File: src/rtl/lut_mult_pkg.sv
// lut_mult_pkg: shared types and constants for the loadable-constant LUT multiplier
package lut_mult_pkg;
  typedef enum logic [2:0] {UNCFG, FILL, READY, MUL, HOLD} state_t;
  localparam int NIBBLE_W    = 4;
  localparam int LUT_DEPTH   = 16;
  localparam int FILL_CYCLES = 15;
endpackage

File: src/rtl/lut_mult_table.sv
// lut_mult_table: 16-entry table of nibble multiples k*A built by repeated addition
module lut_mult_table import lut_mult_pkg::*; #(
  parameter int BIT_WIDTH = 8,
  parameter int NR        = 1
) (
  input  logic                                  clk,
  input  logic                                  rst_n,
  input  logic                                  fill_start,
  input  logic [BIT_WIDTH-1:0]                  a,
  output logic                                  fill_done,
  input  logic [NR*NIBBLE_W-1:0]                rd_addr,
  output logic [NR*(BIT_WIDTH+NIBBLE_W)-1:0]    rd_data
);
  localparam int TW = BIT_WIDTH + NIBBLE_W;
  localparam int PW = $clog2(LUT_DEPTH);
  logic [TW-1:0]        tbl_q [LUT_DEPTH];
  logic [TW-1:0]        tbl_d [LUT_DEPTH];
  logic [BIT_WIDTH-1:0] a_q, a_d;
  logic [PW-1:0]        ptr_q, ptr_d;
  logic                 busy_q, busy_d;
  assign fill_done = busy_q && ptr_q == PW'(FILL_CYCLES);
  // table, latched constant and write pointer registers
  always_ff @(posedge clk) begin
    if (!rst_n) begin
      tbl_q  <= '{default: '0};
      a_q    <= '0;
      ptr_q  <= '0;
      busy_q <= 1'b0;
    end else begin
      tbl_q  <= tbl_d;
      a_q    <= a_d;
      ptr_q  <= ptr_d;
      busy_q <= busy_d;
    end
  end
  // entry 0 is never written, so it stays 0; entry k = entry k-1 + A, one per cycle
  always_comb begin
    tbl_d  = tbl_q;
    a_d    = a_q;
    ptr_d  = ptr_q;
    busy_d = busy_q;
    if (fill_start) begin
      a_d    = a;
      ptr_d  = PW'(1);
      busy_d = 1'b1;
    end else if (busy_q) begin
      tbl_d[ptr_q] = tbl_q[ptr_q - PW'(1)] + TW'(a_q);
      ptr_d        = ptr_q + PW'(1);
      busy_d       = !fill_done;
    end
  end
  for (genvar g = 0; g < NR; g++) begin : g_rd
    assign rd_data[g*TW +: TW] = tbl_q[rd_addr[g*NIBBLE_W +: NIBBLE_W]];
  end
endmodule

File: src/rtl/lut_mult_seq_ctrl.sv
// lut_mult_seq_ctrl: run-time loadable constant multiplier sequencer (LUT_MULT_PARALLEL_EN selects single-cycle lookup)
module lut_mult_seq_ctrl import lut_mult_pkg::*; #(
  parameter int BIT_WIDTH = 8
) (
  input  logic                   clk,
  input  logic                   rst_n,
  input  logic                   cfg_valid,
  output logic                   cfg_ready,
  input  logic [BIT_WIDTH-1:0]   cfg_a,
  input  logic                   in_valid,
  output logic                   in_ready,
  input  logic [BIT_WIDTH-1:0]   X,
  output logic                   out_valid,
  input  logic                   out_ready,
  output logic [2*BIT_WIDTH-1:0] C
);
  localparam int NIB = BIT_WIDTH / NIBBLE_W;
  localparam int TW  = BIT_WIDTH + NIBBLE_W;
  localparam int CW  = 2 * BIT_WIDTH;
`ifdef LUT_MULT_PARALLEL_EN
  localparam int NR  = NIB;
`else
  localparam int NR  = 1;
  localparam int NW  = (NIB > 1) ? $clog2(NIB) : 1;
`endif
  if (BIT_WIDTH == 0 || BIT_WIDTH % NIBBLE_W != 0) begin : g_width_chk
    $error("BIT_WIDTH must be a nonzero multiple of 4");
  end
  state_t                 state_q, state_d;
  logic [CW-1:0]          acc_q, acc_d;
  logic                   cfg_hs, in_hs, fill_done;
  logic [NR*NIBBLE_W-1:0] rd_addr;
  logic [NR*TW-1:0]       rd_data;
  assign cfg_hs = cfg_valid && cfg_ready;
  assign in_hs  = in_valid && in_ready;
  lut_mult_table #(.BIT_WIDTH(BIT_WIDTH), .NR(NR)) u_table (
    .clk       (clk),
    .rst_n     (rst_n),
    .fill_start(cfg_hs),
    .a         (cfg_a),
    .fill_done (fill_done),
    .rd_addr   (rd_addr),
    .rd_data   (rd_data)
  );
`ifdef LUT_MULT_PARALLEL_EN
  logic [CW-1:0] psum;
  assign rd_addr = X;
  // all nibble lookups of the offered operand summed in one cycle
  always_comb begin
    psum = '0;
    for (int i = 0; i < NIB; i++) psum = psum + (CW'(rd_data[i*TW +: TW]) << (NIBBLE_W * i));
  end
`else
  logic [BIT_WIDTH-1:0] x_q, x_d;
  logic [NW-1:0]        nib_q, nib_d;
  logic [CW-1:0]        term;
  assign rd_addr = x_q[NIBBLE_W*nib_q +: NIBBLE_W];
  assign term    = CW'(rd_data) << (NIBBLE_W * nib_q);
`endif
  // state and datapath registers
  always_ff @(posedge clk) begin
    if (!rst_n) begin
      state_q <= UNCFG;
      acc_q   <= '0;
`ifndef LUT_MULT_PARALLEL_EN
      x_q     <= '0;
      nib_q   <= '0;
`endif
    end else begin
      state_q <= state_d;
      acc_q   <= acc_d;
`ifndef LUT_MULT_PARALLEL_EN
      x_q     <= x_d;
      nib_q   <= nib_d;
`endif
    end
  end
  // next state; config wins over an operand in READY, operand is latched so reconfig cannot disturb it
  always_comb begin
    state_d = state_q;
    acc_d   = acc_q;
`ifndef LUT_MULT_PARALLEL_EN
    x_d     = x_q;
    nib_d   = nib_q;
`endif
    case (state_q)
      UNCFG: state_d = cfg_hs ? FILL : UNCFG;
      FILL:  state_d = fill_done ? READY : FILL;
      READY: begin
        if (cfg_hs) state_d = FILL;
        else if (in_hs) begin
`ifdef LUT_MULT_PARALLEL_EN
          acc_d   = psum;
          state_d = HOLD;
`else
          x_d     = X;
          acc_d   = '0;
          nib_d   = '0;
          state_d = MUL;
`endif
        end
      end
      MUL: begin
`ifdef LUT_MULT_PARALLEL_EN
        state_d = READY;
`else
        acc_d   = acc_q + term;
        nib_d   = nib_q + NW'(1);
        state_d = (nib_q == NW'(NIB - 1)) ? HOLD : MUL;
`endif
      end
      HOLD: begin
`ifdef LUT_MULT_PARALLEL_EN
        if (in_hs) acc_d = psum;
        else if (out_ready) state_d = READY;
`else
        if (out_ready) state_d = READY;
`endif
      end
      default: state_d = UNCFG;
    endcase
  end
  // handshake outputs decoded from state
  always_comb begin
    cfg_ready = state_q == UNCFG || state_q == READY;
`ifdef LUT_MULT_PARALLEL_EN
    in_ready  = (state_q == READY && !cfg_valid) || (state_q == HOLD && out_ready);
`else
    in_ready  = state_q == READY && !cfg_valid;
`endif
    out_valid = state_q == HOLD;
    C         = acc_q;
  end
endmodule

File: config.mk
export PLATFORM = sky130hd
export DESIGN_NAME = lut_mult_seq_ctrl
export DESIGN_NICKNAME = d
export VERILOG_FILES = /design/src/rtl/lut_mult_pkg.sv /design/src/rtl/lut_mult_table.sv /design/src/rtl/lut_mult_seq_ctrl.sv
export SDC_FILE = /design/constraint.sdc
export NUM_CORES = 1
export LEC_CHECK = 0
export ABC_CLOCK_PERIOD_IN_PS = 7700
export CAP_MARGIN = 0
export CORE_MARGIN = 1.5
export CORE_UTILIZATION = 55
export DETAILED_ROUTE_END_ITERATION = 6
export HOLD_SLACK_MARGIN = 0.15
export PLACE_DENSITY = 0.73
export SETUP_SLACK_MARGIN = 0.1
export SLEW_MARGIN = 20
export SYNTH_ARGS = -nofsm -noshare
export SYNTH_HDL_FRONTEND = slang
export SYNTH_SLANG_ARGS = --single-unit
File: constraint.sdc
create_clock -name clk -period 7.7 [get_ports clk]
set_clock_uncertainty 0.15 [all_clocks]
set_input_delay 1.54 -clock clk [delete_from_list [all_inputs] [get_ports clk]]
set_output_delay 1.54 -clock clk [all_outputs]
set_load 0.05 [all_outputs]
## Yosys cells after proc, flatten, opt, wreduce, memory -nomap -nowiden

Index checks and enable logic that the tools add are counted.
W data, S select, Z words.

| storage, ports and cells | value |
|---|---|
| flip-flop bits (word level) | 233 |
| logic and storage cells | 91 |
| output and inout port bits | 19 |

| cells by class | value |
|---|---|
| bitwise logic cells | 5 |
| reductions and logical operators | 16 |
| add/subtract/negate cells | 5 |
| shift operators | 2 |
| mux-type cells | 26 |
| equal/unequal tests | 9 |
| $lt $le $gt $ge | 4 |

Operators with widths:

| kind | number |
|---|---|
| $bwmux W192 | 1 |
| $bmux W12 S4 | 2 |
| $mux W12 | 5 |
| $demux W12 S4 | 1 |
| $mux W16 | 2 |
| $pmux W16 S2 | 1 |
| $add A16 B16 Y16 | 1 |
| $shl A12 B3 Y16 | 1 |
| $ge A5 B5 Y1 const B | 3 |
| $not A4 Y5 | 3 |
| $pmux W3 S5 | 1 |
| $add A12 B8 Y12 | 1 |
| $mux W3 | 4 |
| $shiftx A8 B4 Y4 | 1 |
| $mux W1 | 7 |
| $eq A3 B2 Y1 const B | 2 |
| $reduce_and A3 Y1 | 2 |
| $logic_and A1 B1 Y1 | 5 |
| $lt A5 B1 Y1 const B | 1 |
| $add A4 B1 Y4 const B | 1 |
| $eq A4 B4 Y1 const B | 1 |
| $ne A2 B2 Y1 const B | 2 |
| $reduce_and A2 Y1 | 2 |
| $reduce_bool A2 Y1 | 2 |
| other kinds (13) | 15 |

## Longest topological paths before layout

| depth | value |
|---|---|
| depth in word-level cells | 8 |
| gate-level depth with buffers | 22 |
| mapped depth without buffers | 16 |

## Modules after synthesis

Synthesis repeated with hierarchy kept, for this count alone.

| second synthesis, totals | value |
|---|---|
| cell total of the unflattened synthesis | 1,310 |
| area, all modules | 12,573.3 µm² |

By module, submodules not included:

| module | cells an instance | seq. area each (µm²) | area each (µm²) | times used |
|---|---|---|---|---|
| lut_mult_table | 1,065 | 4,103.9 | 10,536.4 | 1 |
| lut_mult_seq_ctrl | 245 | 560.5 | 2,037.0 | 1 |

## Worst setup path before layout

No wires, ideal clock.

| path | value |
|---|---|
| path kind | register -> register |
| from | reg u_table.ptr_q[0] |
| to | reg u_table.tbl_q[104] in the netlist's numbering |
| setup time | 137 ps |
| data arrival time | 5,089 ps |
| data required time | 7,413 ps |
| cell stages (with the launch flop) | 23 |
| setup slack | 2,323 ps |
| path through | dfxtp_1 buf_6 buf_8 buf_2 inv_1 ha_1 buf_2 buf_4 buf_1 clkbuf_1 mux4_2 mux4_2 ha_1 inv_1 fa_1 nor2b_1 o21ai_0 a21o_1 a31oi_1 nor2_1 xor2_1 clkbuf_1 a211oi_1 |

| between the ends | value |
|---|---|
| word-level cells in the longest chain between the ends | 7 |
| elaborated cells on any way between the ends | 13 |

Ends and longest elaborated chain:

| element | line | RTL |
|---|---|---|
| start, declared | lut_mult_table.sv:19 | `logic [PW-1:0] ptr_q, ptr_d;` |
| start signal, assigned | lut_mult_table.sv:32 | `ptr_q <= ptr_d;` |
| $sub A4 B1 Y4 | lut_mult_table.sv:47 | `tbl_d[ptr_q] = tbl_q[ptr_q - PW'(1)] + TW'(a_q);` |
| $not A4 Y5 (implied by the code) | lut_mult_table.sv:47 |  |
| $bmux W12 S4 | lut_mult_table.sv:47 |  |
| $mux W12 (implied by the code) (2 in a row) | lut_mult_table.sv:47 |  |
| $add A12 B8 Y12 | lut_mult_table.sv:47 |  |
| $bwmux W192 (*) | lut_mult_table.sv:47 |  |
| end signal, assigned | lut_mult_table.sv:30 | `tbl_q <= tbl_d;` |
| end, declared | lut_mult_table.sv:16 | `logic [TW-1:0] tbl_q [LUT_DEPTH];` |

Every way passes the cells marked *; elsewhere a longest branch is shown, timed or not. The select of a mux whose other input is x is not followed.
A chain may end at the register's enable or synchronous reset.

## Worst setup path in the final report

| path | value |
|---|---|
| from | reg u_table.ptr_q[1] |
| to | reg u_table.tbl_q[94] in the netlist's numbering |

Same word-level chain as after synthesis.

==> impl_metrics.toml <==
[yosys]
synth_seq_cells = 233
synth-async-reset-ratio_pct = 0
ys_types = 63
syn-cell-area_um2 = 12800
ys_warn_count = 0
synthDominantCellAreaShare_pct = 36.5
muxShareOfSynthArea_pct = 20.5
synth_compound_area_share_pct = 17.2
synth_cells = 1403
yosysTopAreaCell = "dfxtp_1"
synth_fp_nets = 1454
synth_fa_ha_area_share_pct = 3.06
synth_xor_xnor_area_share_pct = 1.48
synth_simple_gate_area_share_pct = 16.7
synth.area.top_cells = "dfxtp_1 (37%), mux4_2 (16%), a21oi_1 (6.2%)"
synth_edf_count = 0
synth_top_family_by_area = "multiplexers"
synth-main-ff-cell = "dfxtp_1"
yosysSeqAreaShare_pct = 36.5
synth_area_per_cell_um2 = 9.10

[final_layout]
area_growth_pct = 11.2
final_cell_mix = "dfxtp_1 (232), nor2_1 (195), nand2_1 (185), a21oi_1 (158), mux4_2 (93)"
ff_latch_area_um2 = 4670
finish.net_count = 1425
final_common_cell = "dfxtp_1"
fill_cells = 1855
num_antenna_cells = 0
drive_above_1_share_pct = 15.7
multiInputGateArea_um2 = 7590

[floorplan]
die-area_um2 = 24100
core-area_um2 = 22700
die_w_um = 155
rows = 55
initial_utilization_pct = 56.2
die_h_um = 155
ios = 40

[clock_network]
clk_latency_ps = 540
root_buffer = "clkbuf_16"
cts_setup_buffers = 0
cts.clk_slew.worst_paths_ps = 60
cts_resized = 0
clock_path_buffers = 3
cts_tree = "built"
ctsHoldBuffers = 0
cts_max_level = 1
clock-sinks = 233
cts-buffers-inserted = 26

[pwr]
power.density_nw_per_um2 = 199
vdd_ir_drop_max_mv = 0.151
leakagePower_uw = 0.00499
power_uw = 2830

[timing]
tns_ps = 0
rsz0062_at_grt = "false"
fin_hold_ws_ps = 318
period_share_pct = 74.0
setup_violations = 0
worst_pin_slew_ps = 1220
slew_violations = 0
slew_headroom_pct = 18.1
fmaxAchievable_mhz = 175
fin_crit_ps = 5700
hold_viol = 0

[worst_setup_path]
crit_required_ps = 7910
rr_endpoint = "u_table.tbl_q[94]"
cpMaxStageDelayCell = "ha_2"
r2r_start = "u_table.ptr_q[1]"
path_buf_inv = 3
cp-end-kind = "flip-flop"
r2r_slack_ps = 2000
worstPathCellList = "inv_1 -> ha_2 -> buf_4 -> mux4_2 -> mux4_2 -> ha_1 -> inv_1 -> fa_1 -> nor2b_1 -> o21ai_0 -> a21o_1 -> a31oi_1 -> o21ai_4 -> xor2_2 -> a211oi_1"
rr_worst_depth = 15
cpPeakStageDelay_ps = 970
cp_top_family = "adder cells"
worst_ep_arrival_time_ps = 5910
cp_max_fo = 33
start_kind = "flip-flop"
crit_type = "flip-flop to flip-flop"

[hold_path]
min_path_cells = 2
min_from = "u_table.tbl_q[36]"
min_path_type = "flip-flop to flip-flop"
hold_end = "u_table.tbl_q[36]"

[route]
wl_met1_mm = 14.6
drt-pass1-iter-count = 6
wl_per_cell_um = 20.8
dr_wl_met3_mm = 3.26
wl_met2_mm = 16.1
routed.top_layer = "met5"
drt-initial-drc-count = 1128
drc = 0
viasPerCell = 6.37
postRouteAntennaNets = 0
via_count = 10700
drt-total-wl_mm = 34.9

[global_routing]
grt_remaining_overflow = 0
grt_start_max_net_pins = 90
grt.total_usage_pct = 29.2
grt_pass1_wl_mm = 55.2
grt_pass1_vias = 10100
grt_antenna_before_repair = 1

[place]
io_buffers = 39
gp_congestion = 0.914
dpl.hpwl_mm = 22.9

[flow_run]
maxCapViolCount = 0

[run_status]
outcome = "complete, no violations"
## registers in the layout, summed over array words and instances (netlist names)
| register | cells |
|---|---|
| u_table.tbl_q | 192 |
| C | 16 |
| u_table.a_q | 8 |
| x_q | 8 |
| u_table.ptr_q | 4 |
| state_q | 3 |
| nib_q | 1 |
| u_table.busy_q | 1 |
## worst max path at each step
stage	cells past startpoint	start	to
6_report	15	u_table.ptr_q[1]	u_table.tbl_q[94]
5_1_grt	15	u_table.ptr_q[1]	u_table.tbl_q[94]
4_1_cts	15	u_table.ptr_q[1]	u_table.tbl_q[128]
3_5_place_dp	15	u_table.ptr_q[1]	u_table.tbl_q[80]
3_3_place_gp	13	u_table.ptr_q[1]	u_table.tbl_q[93]
2_1_floorplan	22	u_table.ptr_q[0]	u_table.tbl_q[104]
## where the power goes
part / internal (µW) / total, µW / switching (µW)
clock: 846 / 1350 / 503
sequential: 1220 / 1230 / 12.0
combinational: 91.6 / 251 / 160
## synthesized netlist by cell type, drive strengths merged, types with 2 or more instances
master  count
a211oi     49
a21bo       2
a21o        6
a21oi     178
a22oi       4
a31oi      13
and2       27
and3        7
buf        29
clkbuf     90
dfxtp     233
fa          2
ha         28
inv        16
mux2       11
mux2i       8
mux4      105
nand2     185
nand2b      6
nand3      28
nand3b      2
nand4       7
nor2      195
nor2b      10
nor3       14
nor3b       3
o211ai      2
o21a       23
o21ai      73
o31ai       3
or2         7
or3         2
xnor2       9
xor2       10
## worst reg2reg max path, cell delays in order (launching register included)
cell and delay, ps:
dfxtp_1 420, inv_1 90, ha_2 970, buf_4 450, mux4_2 540, mux4_2 450
ha_1 230, inv_1 90, fa_1 240, nor2b_1 60, o21ai_0 210, a21o_1 180
a31oi_1 230, o21ai_4 230, xor2_2 800, a211oi_1 180
## cells by family after synthesis
logic type               count (synthesis)
multiplexers                           124
adder cells (fa/ha/maj)                 30
XOR/XNOR                                19
flip-flops                             233
AO/OA/AOI/OAI                          364
buffers and inverters                  135
AND/OR/NAND/NOR                        498
## layer usage
layer | global-route usage, % | vias to the layer above
met2 | 46.4 | 474
met3 | 5.01 | 75
met5 | 0 | -
met4 | 9.75 | 2
li1 | - | 4981
met1 | 40.6 | 5157
## per-stage QoR
stage                     area (µm²)  setup slack [ps]  utilization, %  cells
after CTS                      14200              1990            62.3   1676
after detailed placement       13200              2030            58.2   1630
after global routing           14200              1720            62.5   1677
after global placement         13200              2130            58.1   1630
after floorplan                12800              2320               -   1403
final                          14200              2000            62.5   1677
## area by class of cell
type                       count  share of cell area (%)
clock inverter                 9                    1.07
sequential                   233                    32.9
inverter                      16                   0.441
multi-input combinational   1035                    53.4
timing repair buffer          62                    4.07
clock buffer                  37                    5.59
tap                          285                    2.51
Note: power is estimated with default switching activity, not from simulation.
